[src/rtl/uart_pkg.sv]
`default_nettype none
// +----------------------------------------------------------------------------+
// | Module  : uart_pkg                                                         |
// | Purpose : Shared types and constants for the UART receive deframer:       |
// |           receiver FSM state encoding, Rx_Error bit positions and the     |
// |           oversample tick divider calculation.                            |
// | Ports   : none (package)                                                  |
// | Rev     : 1.0  initial release                                            |
// +----------------------------------------------------------------------------+
package uart_pkg;

  typedef enum logic [2:0] {
    IDLE   = 3'd0,
    START  = 3'd1,
    DATA   = 3'd2,
    PARITY = 3'd3,
    STOP   = 3'd4,
    DONE   = 3'd5,
    BREAK  = 3'd6
  } rx_state_e;

  // Bit positions inside Rx_Error
  localparam int ERR_PARITY  = 0;
  localparam int ERR_FRAMING = 1;
  localparam int ERR_OVERRUN = 2;

  // SysClk cycles per oversample tick, truncated. Zero means the clock is too
  // slow for the requested line rate.
  function automatic int calc_div(input int sysclk, input int baud, input int os);
    return sysclk / (baud * os);
  endfunction

endpackage
`default_nettype wire

[src/rtl/uart_rx_tick.sv]
`default_nettype none
// +----------------------------------------------------------------------------+
// | Module  : uart_rx_tick                                                     |
// | Purpose : Free-running divider producing a one-cycle oversample Tick      |
// |           every DIV SysClk cycles. Restart zeroes the count so the first  |
// |           Tick lands DIV cycles after the cycle Restart was high.         |
// | Ports   : SysClk  in  system clock                                        |
// |           Rst_n   in  asynchronous active-low reset                       |
// |           Restart in  synchronous counter restart                         |
// |           Tick    out one-cycle oversample strobe                         |
// | Rev     : 1.0  initial release                                            |
// +----------------------------------------------------------------------------+
module uart_rx_tick #(
  parameter int DIV = 4
) (
  input  logic SysClk,
  input  logic Rst_n,
  input  logic Restart,
  output logic Tick
);

  localparam int              c_CW   = (DIV > 1) ? $clog2(DIV) : 1;
  localparam logic [c_CW-1:0] c_LAST = c_CW'(DIV - 1);

  logic [c_CW-1:0] r_cnt;

  always_ff @(posedge SysClk or negedge Rst_n) begin
    if (!Rst_n) begin
      r_cnt <= '0;
    end else if (Restart || (r_cnt == c_LAST)) begin
      r_cnt <= '0;
    end else begin
      r_cnt <= r_cnt + 1'b1;
    end
  end

  // Suppressed on the restart cycle so a stale phase never leaks into START
  assign Tick = ~Restart & (r_cnt == c_LAST);

endmodule
`default_nettype wire

[src/rtl/uart_rx_deframer.sv]
`default_nettype none
// +----------------------------------------------------------------------------+
// | Module  : uart_rx_deframer                                                 |
// | Purpose : UART receive deserializer. Synchronizes Rx, validates the start |
// |           bit at its centre, shifts in DATA_BITS MSB first, checks even   |
// |           parity and stop bits, and writes each character to the Rx FIFO |
// |           with per-frame parity / framing / overrun status.              |
// | Ports   : SysClk     in  system clock                                     |
// |           Rst_n      in  asynchronous active-low reset                    |
// |           Rx         in  serial line, idle high, async to SysClk         |
// |           FIFO_Full  in  Rx FIFO cannot accept a write                    |
// |           Rx_Data    out received character (valid with Rx_Valid)       |
// |           Rx_Valid   out one-cycle FIFO write strobe                     |
// |           Rx_Error   out {overrun, framing, parity}, held between frames |
// |           Err_Strobe out one-cycle pulse when a frame ends in error      |
// |           Busy       out frame in progress after a valid start bit      |
// | Rev     : 1.0  initial release                                            |
// +----------------------------------------------------------------------------+
module uart_rx_deframer
  import uart_pkg::*;
#(
  parameter int SYSCLK_RATE = 50_000_000,
  parameter int BAUD_RATE   = 115_200,
  parameter int OVERSAMPLE  = 16,
  parameter int DATA_BITS   = 8,
  parameter int PARITY_BIT  = 1,
  parameter int STOP_BITS   = 2
) (
  input  logic                 SysClk,
  input  logic                 Rst_n,
  input  logic                 Rx,
  input  logic                 FIFO_Full,
  output logic [DATA_BITS-1:0] Rx_Data,
  output logic                 Rx_Valid,
  output logic [2:0]           Rx_Error,
  output logic                 Err_Strobe,
  output logic                 Busy
);

  localparam int c_DIV      = calc_div(SYSCLK_RATE, BAUD_RATE, OVERSAMPLE);
  localparam int c_DIV_SAFE = (c_DIV > 0) ? c_DIV : 1;
  localparam int c_TCW      = $clog2(OVERSAMPLE);
  localparam int c_BCW      = $clog2(DATA_BITS + STOP_BITS + 1);

  localparam logic [c_TCW-1:0] c_HALF_LAST = c_TCW'(OVERSAMPLE / 2 - 1);
  localparam logic [c_TCW-1:0] c_FULL_LAST = c_TCW'(OVERSAMPLE - 1);
  localparam logic [c_BCW-1:0] c_DATA_LAST = c_BCW'(DATA_BITS - 1);
  localparam logic [c_BCW-1:0] c_STOP_LAST = c_BCW'(STOP_BITS - 1);

  if (c_DIV == 0) begin : g_div_check
    $error("uart_rx_deframer: SYSCLK_RATE too low for BAUD_RATE*OVERSAMPLE");
  end

  rx_state_e r_state, w_state_nxt;

  logic                 r_rx_meta, r_rx_sync;
  logic [c_TCW-1:0]     r_tick_cnt;
  logic [c_BCW-1:0]     r_bit_cnt;
  logic [DATA_BITS-1:0] r_shift;
  logic                 r_parity_err, r_framing;
  logic [DATA_BITS-1:0] r_rx_data;
  logic                 r_rx_valid, r_err_strobe;
  logic [2:0]           r_rx_error;

  logic             w_tick, w_restart, w_sample, w_frame_end, w_framing_final;
  logic [c_TCW-1:0] w_target;
  logic [2:0]       w_err_nxt;

  // Two-flop synchronizer, idles high so reset never looks like a start edge
  always_ff @(posedge SysClk or negedge Rst_n) begin
    if (!Rst_n) begin
      r_rx_meta <= 1'b1;
      r_rx_sync <= 1'b1;
    end else begin
      r_rx_meta <= Rx;
      r_rx_sync <= r_rx_meta;
    end
  end

  uart_rx_tick #(
    .DIV (c_DIV_SAFE)
  ) u_tick (
    .SysClk  (SysClk),
    .Rst_n   (Rst_n),
    .Restart (w_restart),
    .Tick    (w_tick)
  );

  // Start bit is sampled half a bit after the edge, every later bit one full
  // bit after the previous sample, i.e. always at the bit centre.
  assign w_target = (r_state == START) ? c_HALF_LAST : c_FULL_LAST;
  assign w_sample = w_tick & (r_tick_cnt == w_target);

  always_ff @(posedge SysClk or negedge Rst_n) begin
    if (!Rst_n) begin
      r_tick_cnt <= '0;
    end else if (w_restart || w_sample) begin
      r_tick_cnt <= '0;
    end else if (w_tick) begin
      r_tick_cnt <= r_tick_cnt + 1'b1;
    end
  end

  always_ff @(posedge SysClk or negedge Rst_n) begin
    if (!Rst_n) begin
      r_state <= IDLE;
    end else begin
      r_state <= w_state_nxt;
    end
  end

  always_comb begin
    w_state_nxt = r_state;
    w_restart   = 1'b0;
    w_frame_end = 1'b0;
    case (r_state)
      // Level test: a low line seen in IDLE is a start edge, which also
      // catches an edge that arrived while DONE was being processed.
      IDLE: begin
        if (!r_rx_sync) begin
          w_state_nxt = START;
          w_restart   = 1'b1;
        end
      end
      START: begin
        if (w_sample) begin
          w_state_nxt = r_rx_sync ? IDLE : DATA;
        end
      end
      DATA: begin
        if (w_sample && (r_bit_cnt == c_DATA_LAST)) begin
          w_state_nxt = (PARITY_BIT != 0) ? PARITY : STOP;
        end
      end
      PARITY: begin
        if (w_sample) begin
          w_state_nxt = STOP;
        end
      end
      STOP: begin
        if (w_sample && (r_bit_cnt == c_STOP_LAST)) begin
          w_state_nxt = DONE;
          w_frame_end = 1'b1;
        end
      end
      DONE: begin
        // Framing error on an all-zero character is a line break
        w_state_nxt = (r_framing && (r_shift == '0)) ? BREAK : IDLE;
      end
      BREAK: begin
        if (r_rx_sync) begin
          w_state_nxt = IDLE;
        end
      end
      default: w_state_nxt = IDLE;
    endcase
  end

  // Status of the frame being closed, including the final stop sample
  assign w_framing_final = r_framing | ~r_rx_sync;

  always_comb begin
    w_err_nxt              = '0;
    w_err_nxt[ERR_PARITY]  = r_parity_err;
    w_err_nxt[ERR_FRAMING] = w_framing_final;
    w_err_nxt[ERR_OVERRUN] = FIFO_Full;
  end

  // Datapath. Outputs are registered on the edge that enters DONE so the
  // strobes, data and status are all presented during the DONE cycle.
  // FIFO_Full is therefore taken from the cycle that closes the frame.
  always_ff @(posedge SysClk or negedge Rst_n) begin
    if (!Rst_n) begin
      r_bit_cnt    <= '0;
      r_shift      <= '0;
      r_parity_err <= 1'b0;
      r_framing    <= 1'b0;
      r_rx_data    <= '0;
      r_rx_valid   <= 1'b0;
      r_err_strobe <= 1'b0;
      r_rx_error   <= '0;
    end else begin
      r_rx_valid   <= 1'b0;
      r_err_strobe <= 1'b0;

      if (w_restart) begin
        r_bit_cnt    <= '0;
        r_parity_err <= 1'b0;
        r_framing    <= 1'b0;
      end

      if (w_sample) begin
        case (r_state)
          DATA: begin
            r_shift   <= (r_shift << 1) | DATA_BITS'(r_rx_sync);
            r_bit_cnt <= (r_bit_cnt == c_DATA_LAST) ? '0 : r_bit_cnt + 1'b1;
          end
          PARITY: begin
            r_parity_err <= r_rx_sync ^ (^r_shift);
          end
          STOP: begin
            if (!r_rx_sync) begin
              r_framing <= 1'b1;
            end
            r_bit_cnt <= (r_bit_cnt == c_STOP_LAST) ? '0 : r_bit_cnt + 1'b1;
          end
          default: ;
        endcase
      end

      if (w_frame_end) begin
        r_rx_valid   <= ~FIFO_Full;
        r_err_strobe <= |w_err_nxt;
        r_rx_error   <= w_err_nxt;
        if (!FIFO_Full) begin
          r_rx_data <= r_shift;
        end
      end
    end
  end

  assign Rx_Data    = r_rx_data;
  assign Rx_Valid   = r_rx_valid;
  assign Rx_Error   = r_rx_error;
  assign Err_Strobe = r_err_strobe;
  assign Busy       = (r_state == DATA) || (r_state == PARITY) || (r_state == STOP);

endmodule
`default_nettype wire

[config.mk]
export PLATFORM = sky130hd
export DESIGN_NAME = uart_rx_deframer
export DESIGN_NICKNAME = d
export VERILOG_FILES = /design/src/rtl/uart_pkg.sv /design/src/rtl/uart_rx_tick.sv /design/src/rtl/uart_rx_deframer.sv
export SDC_FILE = /design/constraint.sdc
export NUM_CORES = 1
export LEC_CHECK = 0
export CAP_MARGIN = 15
export CORE_MARGIN = 2
export CORE_UTILIZATION = 51
export DETAILED_ROUTE_END_ITERATION = 7
export MAX_ROUTING_LAYER = met4
export PLACE_DENSITY = 0.75
export SLEW_MARGIN = 5
export SYNTH_ARGS = -nofsm -noshare
export SYNTH_HDL_FRONTEND = slang
export SYNTH_SLANG_ARGS = --single-unit
export TNS_END_PERCENT = 1
[constraint.sdc]
create_clock -name SysClk -period 2 [get_ports SysClk]
set_clock_uncertainty 0.15 [all_clocks]
set_input_delay 0.3 -clock SysClk [delete_from_list [all_inputs] [get_ports SysClk]]
set_output_delay 0.3 -clock SysClk [all_outputs]
set_load 0.02 [all_outputs]
==> metrics.csv, run 1 <==
metric;value;unit
antenna_left;0;
worst-setup-path-type;register to register;
clock_latency;0.29;ns
post-place-ws;-0.0796;ns
synth_top_area_frac;0.478;
fin_crit;2.05;ns
fin_crit_sh;1.02;
crit_path_top_delay_cell;dfrtp_1;
cp-start-kind;register;
grt_pass1_wl;6.82;mm
track_usage;0.208;
rows;22;
syn-cell-area;2040;um^2
cts-root-buf;clkbuf_8;
p_per_area;638;nW/um^2
hold_class;register to register;
p_seq_frac;0.502;
fin_util;0.697;
drv_slew;0;
synthCells;192;
internal_power;1350;uW
cap_violations;0;
overflow;0;
crit_family;simple AND/OR/NAND/NOR gates;
crit_buf_inv;2;
grt_pass1_vias;1534;
dpl-instance-area;2430;um^2
io_buffers;17;
fin_ws;-0.0486;ns
finalHoldViolations;0;
synthTopCellsByArea;dfrtp_1 (48%), mux2_2 (7.2%), ha_1 (5.5%);
relSlewSlack;0.648;
fin_cells;281;
worstPathMaxFanout;9;
syn-num-nets;205;
gp_congestion;0.888;
required;2.03;ns
wirelength;4.12;mm
ff2ff_setup_slack;-0.05;ns
setup_viol;9;
cts.sinks;41;
finalInstanceArea;2610;um^2
hpwl;3.01;mm
synth-warning-count;0;
syn_avg_cell_area;10.6;um^2
htreeDepth;2;
power_leakage;0.00115;uW
antenna_found_initial;0;
rsz0062_at_grt;yes;
nNetsFinal;245;
status;finished, violations left;
combPwrFrac;0.020;
cts_tree;built;
clockBufferDepth;2;
yosysTopAreaCell;dfrtp_1;
grt_max_degree;23;
start_util;0.545;
switching_power;317;uW
cts_inserted_buffers;5;
die_h;67.3;um
viasPerCell;5.47;
clk_pin_slew;0.07;ns
drc;0;
drtIter0Drc;97;
max_stage_delay;0.38;ns
ys_types;40;
crit_arrival;2.08;ns
cp_cell_sequence;inv_1 > ha_1 > and4b_1 > and3_4 > nand3_4 > nor3_4 > buf_12 > mux2_2;
violations;negative setup slack;
die_area;4520;um^2
place_inst;272;
synth-seq-area-share;0.504;
drive_gt1_frac;0.253;
end_kind;register;
worst_pin_slew;0.528;ns
yosys_register_bits;41;
vdd_drop_max;643;uV
vias;1536;
max_freq;488;MHz
area_growth;27.8;%
dieWidth;67.3;um
io-pin-count;18;
antennaDiodeCount;0;
p_clk_frac;0.478;
whs;0.207;ns
core;3740;um^2
swShare;0.191;
wl_per_cell;14.7;um
drtPass1Iterations;4;
==> cells in the mapped netlist <==
cell       number
mux2_2         13
nor3_4          1
nand3_1         7
a21oi_1         5
xnor2_1         6
a31oi_1         2
and3_1          1
o211ai_1        2
nor4_4          1
o21ai_0        13
buf_2           2
buf_4           1
dfrtp_1        39
nand4b_1        1
ha_1            9
or3_1           2
inv_1          12
nor3_1          4
clkbuf_1        5
nand3b_1        2
o2bb2ai_1       1
a31o_2          2
and4_1          1
o31a_1          1
and4b_1         1
nor4_1          2
dfstp_2         2
xor2_1          6
nor3b_1         4
o31ai_1         1
nand2b_1        1
nand4_1         4
mux2i_1         1
nand2_1        19
nor2_1         12
o221ai_1        1
or3b_1          1
nor3b_2         1
nor2b_1         2
nand3_2         1
==> logic make-up (layout without fill, tap and decap cells) <==
logic type / Yosys count / after routing / synth area share
adders and majority gates: 9 / 9 / 0.0552
buffers and inverters: 20 / 61 / 0.0399
muxes: 14 / 14 / 0.0766
xor gates and xnor gates: 12 / 12 / 0.0515
and+or+nand+nor: 68 / 68 / 0.190
DFF: 41 / 41 / 0.504
AOI/OAI and AO/OA: 28 / 28 / 0.0828
==> worst paths after layout <==
path | startpoint | endpoint | depth (start not counted)
worst max-delay path | u_tick.r_cnt[0] | Rx_Data[0] | 8
worst min-delay path | r_rx_meta | r_rx_sync | 0
worst max register to register | u_tick.r_cnt[0] | Rx_Data[0] | 8
max in group asynchronous | Rst_n | r_shift[4] | 3
min in group asynchronous | Rst_n | r_bit_cnt[0] | 2
worst min register to register | r_rx_meta | r_rx_sync | 0
==> placed cells by master (no fill, tap or decap), types with 3 or more instances in the layout <==
cell / instances
xor2_1: 6
inv_1: 12
mux2_2: 13
xnor2_1: 6
dfrtp_1: 39
nand4_1: 4
a21oi_1: 5
nand3_1: 7
o21ai_0: 12
clkbuf_8: 5
nand2_1: 19
nor3b_2: 3
nor3_1: 3
nor2_1: 12
buf_4: 20
ha_1: 9
clkdlybuf4s50_1: 15
==> state kept, by name, summed over array words and instances, names as in the netlist <==
name,count
Rx_Error,3
r_parity_err,1
r_bit_cnt,4
u_tick.r_cnt,5
r_tick_cnt,4
r_shift,8
r_rx_meta,1
Rx_Data,8
r_state,3
r_rx_sync,1
Err_Strobe,1
r_framing,1
Rx_Valid,1
==> layer usage <==
| metal | global-route usage | part of all wire |
|---|---|---|
| met1 | 0.254 | 0.45 |
| met2 | 0.338 | 0.50 |
| met3 | 0.0550 | 0.037 |
| met4 | 0.0689 | 0.015 |
| met5 | - | 0 |
==> power by group through the flow <==
stage,clock network (uW),logic [uW],registers [uW]
5_1_grt,850,38.3,836
3_3_place_gp,0,32.5,852
3_5_place_dp,0,33.7,852
4_1_cts,813,35.4,835
2_1_floorplan,0,7.73,849
6_report,795,33.9,835
==> area by class of cell <==
class / count / area (um^2)
fillers: 287 / 1140
flip-flops and latches: 41 / 1030
multi-input cells: 131 / 965
repair buffers: 41 / 372
clock buffers: 5 / 68.8
clock inverters: 3 / 68.8
well taps: 48 / 60.1
inverters: 12 / 45.0
==> per-stage QoR <==
step | total power, uW | setup TNS [ns]
after floorplan | 857 | -1.79
after global placement | 884 | -0.328
after detailed placement | 885 | -0.705
after CTS | 1680 | -0.499
after global routing | 1720 | -1.59
final | 1660 | -0.329
==> worst register-to-register path, cell delays in order (launching register included) <==
cell and delay, ns:
dfrtp_1 0.38, inv_1 0.06, ha_1 0.15, and4b_1 0.25
and3_4 0.22, nand3_4 0.09, nor3_4 0.17, buf_12 0.15
mux2_2 0.33
==> what timing repair did <==
action,4_1_cts,5_1_grt
resized for setup,7,5
pin swaps,2,3
endpoints found under the hold margin,19,0
setup endpoints to repair,16,20
hold buffers,1,0
setup buffers,0,0
No activity file was read; power rests on OpenSTA's default activity.
==> run 2: changes to the inputs <==
- ABC_AREA: default -> 1
- GPL_ROUTABILITY_DRIVEN: default -> 1
- PLACE_DENSITY: 0.75 -> 0.74
==> metrics.csv, run 2 <==
metric;value;unit;change
drv_slew;0;;unchanged
r2r_cells;10;;+2
clock_latency;0.30;ns;about the same
crit_arrival;1.89;ns;-0.19 ns
fin_ws;0.143;ns;+0.191 ns
dieWidth;68.6;um;+2.0%
synthTopCellsByArea;dfrtp_1 (46%), nand2_1 (9.5%), inv_1 (5.5%);;
critPathCapture;r_shift[3];;
status;completed;;
r2r-start;r_state[2];;
die_area;4700;um^2;+4.0%
hpwl;2.85;mm;-5.3%
track_usage;0.195;;-0.0129
rows;23;;+4.5%
crit_path_top_delay_cell;dfrtp_1;;
ff2ff_setup_slack;0.14;ns;+0.19 ns
core;4000;um^2;+6.9%
io_buffers;17;;unchanged
ys_types;31;;-23%
fin_crit;1.86;ns;-0.191 ns
p_clk_frac;0.377;;-0.101
cts.sinks;41;;unchanged
synth-seq-area-share;0.484;;-0.0205
antenna_left;0;;unchanged
cp_cell_sequence;buf_4 > inv_1 > nand3_1 > nand2_1 > nand2_2 > nor2_8 > buf_12 > nand3_4 > nand2_1 > o21ai_1;;
fin_crit_sh;0.929;;-0.0956
power_leakage;0.00120;uW;+4.4%
yosys_register_bits;41;;unchanged
htreeDepth;2;;unchanged
worst_pin_slew;0.490;ns;-0.0374 ns
wirelength;3.87;mm;-6.2%
cp_num_cells;10;;+2
rsz0062_at_grt;yes;;
vias;1631;;+6.2%
grt_pass1_vias;1434;;-6.5%
syn-num-nets;254;;+24%
combPwrFrac;0.024;;+0.004
setup_viol;0;;-9
drc;0;;unchanged
mostFrequentLayoutCells;nand2_1 (54), dfrtp_1 (39), inv_1 (31);;
start_util;0.532;;-0.0134
switching_power;307;uW;-3.4%
drtPass1Iterations;4;;unchanged
io-pin-count;18;;unchanged
dpl-instance-area;2410;um^2;-0.77%
end_kind;register;;
clockBufferDepth;2;;unchanged
die_h;68.6;um;+2.0%
crit_family;simple AND/OR/NAND/NOR gates;;
clk_pin_slew;0.08;ns;about the same
syn-cell-area;2130;um^2;+4.2%
viasPerCell;5.07;;-7.3%
p_per_area;553;nW/um^2;-13%
max_stage_delay;0.46;ns;+0.08 ns
antennaDiodeCount;0;;unchanged
max_freq;538;MHz;+10%
ys.flop_type;dfrtp_1;;
finalInstanceArea;2520;um^2;-3.4%
grt_max_degree;22;;-4.3%
post-place-ws;0.0832;ns;+0.163 ns
grt_pass1_wl;6.49;mm;-4.9%
cts-root-buf;clkbuf_8;;
multi_input_area;946;um^2;-1.9%
seq_area;1030;um^2;unchanged
hold_class;register to register;;
cp-start-kind;register;;
syn_avg_cell_area;8.83;um^2;-17%
cp-startpoint;r_state[2];;
synth_top_area_frac;0.459;;-0.0194
swShare;0.220;;+0.0295
cts_inserted_buffers;5;;unchanged
yosysMostFrequentCell;nand2_1;;
relSlewSlack;0.673;;+0.0250
cap_violations;0;;unchanged
synth_commonest_cells;nand2_1 (54), dfrtp_1 (39), inv_1 (31);;
overflow;0;;unchanged
synth-warning-count;0;;unchanged
drtIter0Drc;86;;-11%
gp_congestion;0.957;;+7.8%
async_flop_share;1.00;;unchanged
wl_per_cell;12.0;um;-18%
p_seq_frac;0.599;;+0.097
cpMostUsedCell;nand2_1;;
n_fill_cell;348;;+21%
yosysTopAreaCell;dfrtp_1;;
layout_commonest_cell;nand2_1;;
crit_buf_inv;3;;+1
area_growth;18.4;%;
nNetsFinal;284;;+16%
internal_power;1090;uW;-19%
drive_gt1_frac;0.169;;-0.0841
vdd_drop_max;359;uV;-44%
worstPathMaxFanout;16;;+7
cts_tree;built;;
antenna_found_initial;0;;unchanged
synth_enable_flop_cells;0;;unchanged
worst-setup-path-type;register to register;;
reg2reg_to;r_shift[3];;
synthCells;241;;+26%
required;2.03;ns;about the same
finalHoldViolations;0;;unchanged
-- run 2: worst min path at each step --
stage                     startpoint         end  slack, ns  cells after the start
after floorplan                Rst_n  Err_Strobe      -0.15                      0
after global placement         Rst_n  Rx_Data[5]       0.14                      1
after detailed placement       Rst_n  Rx_Data[5]       0.14                      1
after CTS                  r_rx_meta   r_rx_sync       0.21                      0
after global routing       r_rx_meta   r_rx_sync       0.21                      0
final                      r_rx_meta   r_rx_sync       0.20                      0
-- run 2: kinds of logic (layout without fill, tap and decap cells) --
group	count (synthesis)	count (layout)	synth area share
buffers and inverters	37	68	0.0729
AO/OA/AOI/OAI	31	31	0.0918
flip-flops	41	41	0.484
XOR/XNOR	7	7	0.0288
adder cells (fa/ha/maj)	9	9	0.0529
AND/OR/NAND/NOR	116	116	0.270
-- run 2: per-stage QoR --
stage	utilization	power, uW	hold slack, ns	std cells	setup TNS (ns)
after global placement	0.602	884	0.138	312	0
final	0.630	1390	0.205	322	0
after CTS	0.625	1410	0.208	321	0
after global routing	0.630	1450	0.215	322	-0.00193
after detailed placement	0.602	884	0.137	312	0
after floorplan	-	856	-0.146	241	0
-- run 2: layout make-up --
| cell class | count | share of cell area |
|---|---|---|
| inverters | 33 | 0.0492 |
| clock buffers | 6 | 0.0288 |
| multi-input cells | 163 | 0.376 |
| well taps | 50 | 0.0248 |
| repair buffers | 27 | 0.109 |
| clock inverters | 2 | 0.00397 |
| flip-flops and latches | 41 | 0.408 |
-- run 2: worst reg2reg max path, cell delays in order, from the launching register on --
cell and delay [ns]:
dfrtp_1 0.46, buf_4 0.18, inv_1 0.07, nand3_1 0.09, nand2_1 0.09, nand2_2 0.09, nor2_8 0.14, buf_12 0.13
nand3_4 0.16, nand2_1 0.12, o21ai_1 0.07
-- run 2: repair_timing --
item | CTS | global route
resized for setup | 1 | 3
setup endpoints to repair | 1 | 18
endpoints found under the hold margin | 20 | 0
cloned | 0 | 0
hold buffers | 1 | 0
setup buffers | 0 | 1
-- run 2: routing by layer --
metal / track usage / part of all wire
met5: - / 0
met4: 0.0825 / 0.021
met3: 0.0536 / 0.034
met2: 0.300 / 0.47
met1: 0.242 / 0.47
-- run 2: power groups by stage --
stage	clock [uW]	sequential, uW	combinational [uW]
after CTS	537	834	35.0
after detailed placement	0	850	33.6
after global placement	0	850	33.5
after floorplan	0	850	6.68
after global routing	576	834	39.2
final	524	834	33.7
